[config.mk]
export PLATFORM = sky130hd
export DESIGN_NAME = udp_payload_extractor
export DESIGN_NICKNAME = d
export VERILOG_FILES = /design/src/rtl/udp_payload_extractor.sv
export SDC_FILE = /design/constraint.sdc
export NUM_CORES = 1
export LEC_CHECK = 0
export CAP_MARGIN = 20
export CELL_PAD_IN_SITES_DETAIL_PLACEMENT = 0
export CELL_PAD_IN_SITES_GLOBAL_PLACEMENT = 1
export CORE_MARGIN = 8
export CORE_UTILIZATION = 34
export CTS_CLUSTER_SIZE = 16
export DETAILED_ROUTE_END_ITERATION = 10
export PLACE_DENSITY = 0.82
export SLEW_MARGIN = 20
export SYNTH_ARGS = -nofsm -noshare
export SYNTH_HDL_FRONTEND = slang
export SYNTH_SLANG_ARGS = --single-unit
[constraint.sdc]
create_clock -name clk -period 1.9 [get_ports clk]
set_input_delay 0.38 -clock clk [delete_from_list [all_inputs] [get_ports clk]]
set_output_delay 0.38 -clock clk [all_outputs]
set_load 0.005 [all_outputs]
[src/rtl/udp_payload_extractor.sv]
// udp_payload_extractor
// Validates and strips a fixed 42-byte Eth/IPv4/UDP header from a 64-bit AXIS
// frame stream, then forwards the UDP payload re-aligned to lane 0. Frames with
// a bad header or an empty payload are dropped whole.
// Lane 0 (first wire byte) is tdata[63:56]; byteEnable bit 7 maps to lane 0.
module udp_payload_extractor #(
   parameter int unsigned WIDTH    = 64,
   parameter logic [15:0] UDP_PORT = 16'h4E20,
   parameter int unsigned CNT_W    = 32
) (
   input  logic                 clk,
   input  logic                 rst_n,
   input  logic [WIDTH-1:0]     slave_tdata,
   input  logic [WIDTH/8-1:0]   slave_byteEnable,
   input  logic                 slave_tvalid,
   input  logic                 slave_tlast,
   output logic                 slave_tready,
   output logic [WIDTH-1:0]     master_tdata,
   output logic [WIDTH/8-1:0]   master_byteEnable,
   output logic                 master_tvalid,
   output logic                 master_tlast,
   input  logic                 master_tready,
   output logic [CNT_W-1:0]     frames_ok,
   output logic [CNT_W-1:0]     frames_dropped
);

   localparam logic [CNT_W-1:0] CNT_ONE = 1;

   typedef enum logic [1:0] {
      S_HDR,
      S_DROP,
      S_PAY,
      S_FLUSH
   } state_t;

   state_t              state_q, state_d;
   logic [2:0]          idx_q, idx_d;
   logic                hdr_ok_q, hdr_ok_d;
   logic                first_q, first_d;
   logic [47:0]         res_q, res_d;
   logic [5:0]          res_be_q, res_be_d;
   logic                mv_q, mv_d;
   logic [WIDTH-1:0]    md_q, md_d;
   logic [WIDTH/8-1:0]  mbe_q, mbe_d;
   logic                ml_q, ml_d;
   logic [CNT_W-1:0]    ok_q, ok_d;
   logic [CNT_W-1:0]    drop_q, drop_d;
   logic                alive_q;
   logic                accept;
   logic                out_hs;

   // Holds slave_tready low during reset and the first cycle after release
   always_ff @(posedge clk or negedge rst_n) begin
      if (!rst_n) alive_q <= 1'b0;
      else        alive_q <= 1'b1;
   end

   // State, header tracking, residue, output register and counters
   always_ff @(posedge clk or negedge rst_n) begin
      if (!rst_n) begin
         state_q  <= S_HDR;
         idx_q    <= '0;
         hdr_ok_q <= 1'b0;
         first_q  <= 1'b0;
         res_q    <= '0;
         res_be_q <= '0;
         mv_q     <= 1'b0;
         md_q     <= '0;
         mbe_q    <= '0;
         ml_q     <= 1'b0;
         ok_q     <= '0;
         drop_q   <= '0;
      end else begin
         state_q  <= state_d;
         idx_q    <= idx_d;
         hdr_ok_q <= hdr_ok_d;
         first_q  <= first_d;
         res_q    <= res_d;
         res_be_q <= res_be_d;
         mv_q     <= mv_d;
         md_q     <= md_d;
         mbe_q    <= mbe_d;
         ml_q     <= ml_d;
         ok_q     <= ok_d;
         drop_q   <= drop_d;
      end
   end

   // Next-state, handshake and output-register load logic
   always_comb begin
      state_d      = state_q;
      idx_d        = idx_q;
      hdr_ok_d     = hdr_ok_q;
      first_d      = first_q;
      res_d        = res_q;
      res_be_d     = res_be_q;
      mv_d         = mv_q;
      md_d         = md_q;
      mbe_d        = mbe_q;
      ml_d         = ml_q;
      ok_d         = ok_q;
      drop_d       = drop_q;
      slave_tready = 1'b0;

      // Output register drains independently of the parser state
      out_hs = mv_q && master_tready;
      if (out_hs) begin
         mv_d = 1'b0;
         if (ml_q) ok_d = ok_q + CNT_ONE;
      end

      case (state_q)
         S_HDR:   slave_tready = alive_q;
         S_DROP:  slave_tready = alive_q;
         S_PAY:   slave_tready = alive_q && (!mv_q || master_tready);
         default: slave_tready = 1'b0;
      endcase
      accept = slave_tvalid && slave_tready;

      case (state_q)
         S_HDR: begin
            if (accept) begin
               idx_d = idx_q + 3'd1;
               if (idx_q == 3'd1)
                  hdr_ok_d = (slave_tdata[31:16] == 16'h0800) && (slave_tdata[15:8] == 8'h45);
               else if (idx_q == 3'd2)
                  hdr_ok_d = hdr_ok_q && (slave_tdata[7:0] == 8'h11);

               if (slave_tlast) begin
                  idx_d  = '0;
                  drop_d = drop_q + CNT_ONE;
               end else if (idx_q == 3'd4) begin
                  idx_d   = '0;
                  first_d = 1'b1;
                  if (hdr_ok_q && (slave_tdata[31:16] == UDP_PORT)) state_d = S_PAY;
                  else                                             state_d = S_DROP;
               end
            end
         end

         S_DROP: begin
            if (accept && slave_tlast) begin
               drop_d  = drop_q + CNT_ONE;
               state_d = S_HDR;
            end
         end

         S_PAY: begin
            if (accept) begin
               res_d    = slave_tdata[47:0];
               res_be_d = slave_byteEnable[5:0];
               if (first_q) begin
                  // Beat 5 only primes the residue; a last beat here flushes it directly
                  first_d = 1'b0;
                  if (slave_tlast) begin
                     state_d = S_HDR;
                     if (!slave_byteEnable[5]) begin
                        drop_d = drop_q + CNT_ONE;
                     end else begin
                        mv_d  = 1'b1;
                        md_d  = {slave_tdata[47:0], 16'h0000};
                        mbe_d = {slave_byteEnable[5:0], 2'b00};
                        ml_d  = 1'b1;
                     end
                  end
               end else begin
                  mv_d  = 1'b1;
                  md_d  = {res_q, slave_tdata[63:48]};
                  mbe_d = {6'b111111, slave_byteEnable[7:6]};
                  ml_d  = slave_tlast && !slave_byteEnable[5];
                  if (slave_tlast) state_d = slave_byteEnable[5] ? S_FLUSH : S_HDR;
               end
            end
         end

         S_FLUSH: begin
            if (!mv_q || master_tready) begin
               mv_d    = 1'b1;
               md_d    = {res_q, 16'h0000};
               mbe_d   = {res_be_q, 2'b00};
               ml_d    = 1'b1;
               state_d = S_HDR;
            end
         end

         default: state_d = S_HDR;
      endcase
   end

   assign master_tvalid     = mv_q;
   assign master_tdata      = md_q;
   assign master_byteEnable = mbe_q;
   assign master_tlast      = ml_q;
   assign frames_ok         = ok_q;
   assign frames_dropped    = drop_q;

endmodule

=== Word level (Yosys, flattened, before mapping) ===
Cells that the tools add are included.

* Logic and storage cells: 118
* Flip-flop bits (word level): 200
* Output and inout port bits: 139

* Equal/unequal tests: 22
* Reduce and logical (&&, ||, !) cells: 25
* Add/sub/neg operators: 3
* Mux-type cells: 55

{| class="wikitable"
|+ Operator list
! operator !! count
|-
| 64-bit two-way mux || 5
|-
| 32-bit two-way mux || 7
|-
| 64-bit one-hot mux with 2 select lines || 1
|-
| 32-bit one-hot mux with 3 select lines || 1
|-
| 32-bit by 1-bit adder with 32-bit output (second input constant) || 2
|-
| 8-bit two-way mux || 5
|-
| 2-bit two-way mux || 11
|-
| 2-bit inequality test (second input constant) || 10
|-
| 1-bit two-way mux || 17
|-
| 16-bit by 12-bit == test with 1-bit output (second input constant) || 1
|-
| 16-bit by 15-bit == test with 1-bit output (second input constant) || 1
|-
| 8-bit one-hot mux with 2 select lines || 1
|-
| 5-bit AND reduction || 2
|-
| 8-bit by 5-bit == test with 1-bit output (second input constant) || 1
|-
| 8-bit by 7-bit == test with 1-bit output (second input constant) || 1
|-
| 1-bit logical AND || 8
|-
| 1-bit one-hot mux with 2 select lines || 4
|-
| 2-bit one-hot mux with 4 select lines || 1
|-
| 8-bit AND reduction || 1
|-
| 7-bit AND reduction || 1
|-
| 3-bit two-way mux || 2
|-
| 3-bit inequality test (second input constant) || 2
|-
| 2-bit AND reduction || 3
|-
| 2-bit nonzero test || 3
|-
| 12 further kinds || 14
|}

=== Depth between registers and ports, before layout ===
* Depth after elaboration: 8
* Gate-level depth with buffers: 8
* Depth with buffers taken out: 7

=== Worst setup path before layout ===
OpenSTA, ideal clock, no wires.

* Kind: reg-to-reg
* Start point: register mv_q, in the netlist master_tvalid
* End point: register md_q[28], in the netlist master_tdata[28]
* Setup slack: 0.062 ns
* Cell stages (with the launch flop): 8
* Clock period less this slack: 1.838 ns
* Buffers on the path: 3
* Data arrival time: 1.711 ns
* Cell sequence: dfrtp_1 nor2b_1 or4_4 o22ai_1 buf_4 buf_6 buf_4 a31oi_1

* Word-level cells in the longest chain between the ends: 7

{| class="wikitable"
|+ Ends and longest elaborated chain
! what !! line !! source
|-
| start: declaration || 42 || <nowiki>logic mv_q, mv_d;</nowiki>
|-
| start signal: assignment || 80 || <nowiki>mv_q <= mv_d;</nowiki>
|-
| 1-bit zero test * || 115, 177 ||
|-
| 1-bit logical OR * || 115, 177 ||
|-
| 1-bit logical AND || 115 || <nowiki>S_PAY: slave_tready = alive_q && (!mv_q || master_tready);</nowiki>
|-
| 1-bit one-hot mux with 2 select lines || 112 || <nowiki>case (state_q)</nowiki>
|-
| 1-bit logical AND || 118 || <nowiki>accept = slave_tvalid && slave_tready;</nowiki>
|-
| 2-bit inequality test (no line) || -- ||
|-
| 5-bit AND reduction (no line) * || -- ||
|-
| end signal: assignment || 81 || <nowiki>md_q <= md_d;</nowiki>
|-
| end: declaration || 43 || <nowiki>logic [WIDTH-1:0] md_q, md_d;</nowiki>
|}

Mark *: on every way between the ends. The rest lies on a longest branch, timed or not.
A chain may end at the register's enable or synchronous reset.

=== Worst setup path after layout ===
* Start point: register mv_q, in the netlist master_tvalid
* End point: register ml_q, in the netlist master_tlast

* Word-level cells in the longest chain between the ends: 7

{| class="wikitable"
|+ Ends and longest elaborated chain
! what !! line !! source
|-
| 1-bit zero test * || 115, 177 ||
|-
| 1-bit logical OR * || 115, 177 ||
|-
| 1-bit logical AND || 115 ||
|-
| 1-bit one-hot mux with 2 select lines || 112 ||
|-
| 1-bit logical AND || 118 ||
|-
| 2-bit inequality test (no line) || -- ||
|-
| 5-bit AND reduction (no line) * || -- ||
|-
| end signal: assignment || 83 || <nowiki>ml_q <= ml_d;</nowiki>
|-
| end: declaration || 45 || <nowiki>logic ml_q, ml_d;</nowiki>
|}

Marked as above.

==> results <==
- The fraction of final layout cells with drive strength greater than 1 is 18.8%.
- The total setup violations reported at the end of the flow is 0.
- In this run switching power makes up 33.7% of total power.
- After the first detailed-routing iteration, the DRC count stood at about 370.
- The maximum vdd drop is between 0.7 and 0.8 mV.
- The worst setup path is launched from a flop.
- The top cell type's share of synthesized area is between 50% and 60%.
- The area growth from synthesis to layout is 44.5%.
- The total global-route track usage is between 10% and 20%.
- The max-slew violation count came to 0.
- Traced cell by cell, the critical path runs through nor2b_4 > or4_4 > o22ai_4 > buf_12 > clkbuf_16 > nor2_1 > a31oi_1.
- The buffers plus inverters on the worst setup path is 2.
- The first TritonRoute pass finished after 4 iterations.
- No sink is reached through more buffers than the 2 on the longest clock path.
- The H-tree depth is 4.
- The remaining routing DRC violations is 0.
- After detailed routing, the total wire length is 25800 um.
- Dividing total power by cell area gives a power density of about 1400 nW/um^2.
- The critical path in this run is classified as reg2reg.
- The sequential area share after synthesis is between 50% and 60%.
- The number of clock sinks is 200.
- The total overflow left after global routing is 0.
- After detailed routing, the number of vias per cell comes to roughly 5.0.
- The internal portion of the total power is 11.4 mW.
- The floorplan step defined a die boundary enclosing 31100 um^2.
- By area the synthesized netlist is led by dfrtp_1, mux2_2, nand2_1.
- The final period utilization is 99.3%.
- dfrtp_1 takes more of the synthesized area than any other cell.
- Measured against the total synthesized area, the mux share comes to 7.21%.
- The final critical delay including setup and external delays is 1.89 ns.
- For this design the top-level I/O count stands at 216.
- The maximum net fanout on the critical path is 14.
- The root buffer cell is clkbuf_16.
- The unique cell type count in the Yosys netlist is 51.
- In the final routed layout, each cell accounts on average for approximately 18 um.
- From bottom edge to top edge, the die measures ~180 um.
- Measured on the finished design, the core utilization comes to 50.0%.
- Entering global routing, the biggest net connects 54 pins.
- Between clock sinks in the finished design, the worst skew comes to 0.0112 ns.
- In the synthesized netlist, the cells that appear most often are dfrtp_1, nand2_1, nor2_1.
- The wire length of the first global-routing pass is 39500 um.
- The clock share of power is 21.1%.
- The area taken by flip-flops and latches is approximately 5000 um^2.
- The simple-gate share of the synthesized area is 19.5%.
- The fraction of the mapped netlist area in compound gates is 5.87%.
- Once detailed placement completed, the half-perimeter wirelength came to 17300 um.
- The CTS buffer count is 17.
- For this design the static power due to leakage is 5.47 nW.
- The horizontal extent of the die is 176 um.
- For this run, the leading register cell type out of synthesis is dfrtp_1.
- After synthesis, the largest family of logic cells by area is simple AND/OR/NAND/NOR gates.
- The family with the most delay on the worst path is simple AND/OR/NAND/NOR gates.
- Of the total power, combinational logic draws 40.0%.
- The warning count from the yosys run is 0.
- The required arrival time at the worst endpoint is 2.25 ns.
- Of the total synthesized cell area, the portion taken by full adders, half adders and majority gates is less than 1%.
- The most common cell in the synthesized netlist is dfrtp_1.
- On the worst path, the slowest cell contributes a delay of 0.53 ns.
- The total of max-cap violations is 0.
- The multi-input logic area is 3600 um^2.
- The worst hold path belongs to the class in2async.
- The via count of the first global-routing pass is 7282.
- In the final design database the tool counted ~1200 nets.
- The number of fill cells is 2356.
- The number of synthesized flops with an enable pin is 0.
- The port buffer count is 215.
- The total count of hold-check failures in the final report is 0.
- After clock tree synthesis, the clock-pin slew on the worst setup and hold paths is roughly 0.070 ns.
- The area inside the core boundary is 25300 um^2.
- The register share of total power is 39.0%.
- When the netlist entered floorplanning its net count stood at 900.
- The floorplan has 58 rows.
- The insertion delay to the later sink of the worst-skew pair is ~0.44 ns.
- The worst endpoint data arrival time is 2.24 ns.
- In the synthesized netlist, the number of instances is 817.
- The share of synthesized registers carrying an async set or reset is 100%.
- Setup repair after global routing could not meet its margin everywhere.
- In this run, synthesis produced a sequential element count of 200.
- The net switching power is 5.81 mW.
- Summing over every cut layer, the via total after detailed routing is 7118.
- The xor and xnor area share after synthesis is 6.21%.
- The achievable frequency is 0.530 GHz.
- The largest individual stage delay along the critical path comes from the cell or4_4.
- The worst setup path is captured at a flop.
- In this run the remaining antenna-violating nets after routing total 0.
- The mean instance size in the synthesized netlist is 10.7 um^2.
- The flow ran to the end, and the final reports show no timing, DRC or antenna violations.
- The number of antenna diodes in the final layout is 0.
- The last weighted congestion value of the routability-driven placer is about 0.77.
- TritonCTS built the clock tree.
- The area of the mapped netlist is approximately 9000 um^2.
- The number of antenna violations at the first check in global routing was 0.
- Hold timing on the final database bottoms out at a slack of 0.426 ns.
- The initial utilization of the core area, before any placement, comes to 34.6%.
==> cells by family after synthesis <==
kind of cell | count (synthesis)
AND/OR/NAND/NOR | 365
flip-flops | 200
AO/OA/AOI/OAI | 82
XOR/XNOR | 62
multiplexers | 56
buffers and inverters | 45
adder cells (fa/ha/maj) | 6
other | 1
==> power by group through the flow <==
stage / Sequential (mW) / Combinational, mW / Clock [mW]
after floorplan: 6.66 / 3.08 / 0
final: 6.72 / 6.89 / 3.63
after global routing: 6.91 / 7.57 / 3.93
after global placement: 6.71 / 6.09 / 0
after detailed placement: 6.76 / 6.24 / 0
after CTS: 6.70 / 6.61 / 3.74
==> timing repair <==
action,4_1_cts,5_1_grt
gates resized for setup,9,33
endpoints found under the hold margin,26,0
gates cloned,2,5
pin swaps,1,6
setup buffers,2,0
setup endpoints to repair,43,136
hold buffers,1,0
==> final cells by class <==
cell class	instances	area share, %
clock buffers	19	3.51
clock inverters	13	1.05
inverters	6	0.178
multi-input cells	572	28.5
flip-flops and latches	200	39.6
well taps	330	3.27
repair buffers	297	23.9
==> sequential cells by signal, summed over array words and instances, names as in the netlist <==
name / cells
frames_ok: 32
hdr_ok_q: 1
master_tdata: 64
idx_q: 3
frames_dropped: 32
master_tlast: 1
state_q: 2
alive_q: 1
res_q: 48
master_tvalid: 1
res_be_q: 6
first_q: 1
master_byteEnable: 8
==> path summary, 6_finish.rpt <==
kind                                           startpoint                        endpoint  slack [ns]  cells past startpoint
max                               master_tvalid$_DFF_PN0_        master_tlast$_DFFE_PN0P_        0.01                      7
min                                                 rst_n  frames_dropped[14]$_DFFE_PN0P_        0.43                      2
max reg2reg                       master_tvalid$_DFF_PN0_        master_tlast$_DFFE_PN0P_        0.01                      7
min reg2reg                frames_dropped[31]$_DFFE_PN0P_  frames_dropped[31]$_DFFE_PN0P_        0.47                      1
max in group asynchronous                           rst_n       frames_ok[13]$_DFFE_PN0P_        0.87                      3
min in group clk                            master_tready        frames_ok[2]$_DFFE_PN0P_        0.46                      4
==> metal layers <==
metal	up-vias	part of all wire, %	track usage, %
li1	3371	-	-
met1	3535	45	20.9
met2	195	46	24.7
met3	17	7.9	5.23
met4	0	0.96	3.71
met5	-	0	0
==> placed cells by master (no fill, tap or decap), types with 2 or more instances in the layout <==
master           count
inv_1                6
clkbuf_16           21
buf_6                3
nand4_1             17
o21ai_0              5
nor4_1               5
nand3b_1             2
nand2_1            159
nor3b_1              2
nor2_2               9
clkinv_4             3
buf_16               4
or3_4                2
nor2_1              66
and3_1              10
clkdlybuf4s50_1    211
buf_4               64
xor2_1              22
a21oi_1              7
and4_1               8
nand3_2              5
xnor2_1             40
nand3_1             41
inv_6                6
nor4_2               3
a31oi_1             50
and2_1               7
dfrtp_2              2
nor3_2               3
dlymetal6s2s_1       2
nor3_1               7
nand2b_1             3
mux2_2              56
buf_12               6
nor4b_1              2
clkbuf_8             2
o22ai_1              6
ha_1                 5
dfrtp_1            198
==> metrics by stage <==
| stage | std cells | setup TNS (ns) | instance area, um^2 | total power, mW | setup WS (ns) |
|---|---|---|---|---|---|
| 2_1_floorplan | 817 | 0 | 8740 | 9.74 | 0.0620 |
| 3_3_place_gp | 1396 | -59.07 | 11700 | 12.8 | -0.407 |
| 3_5_place_dp | 1396 | -63.64 | 11700 | 13.0 | -0.475 |
| 4_1_cts | 1433 | -0.0669 | 12400 | 17.1 | -0.0139 |
| 5_1_grt | 1437 | -1.24 | 12600 | 18.4 | -0.0585 |
| 6_report | 1437 | 0 | 12600 | 17.3 | 0.0127 |
No activity file was read; power rests on OpenSTA's default activity.
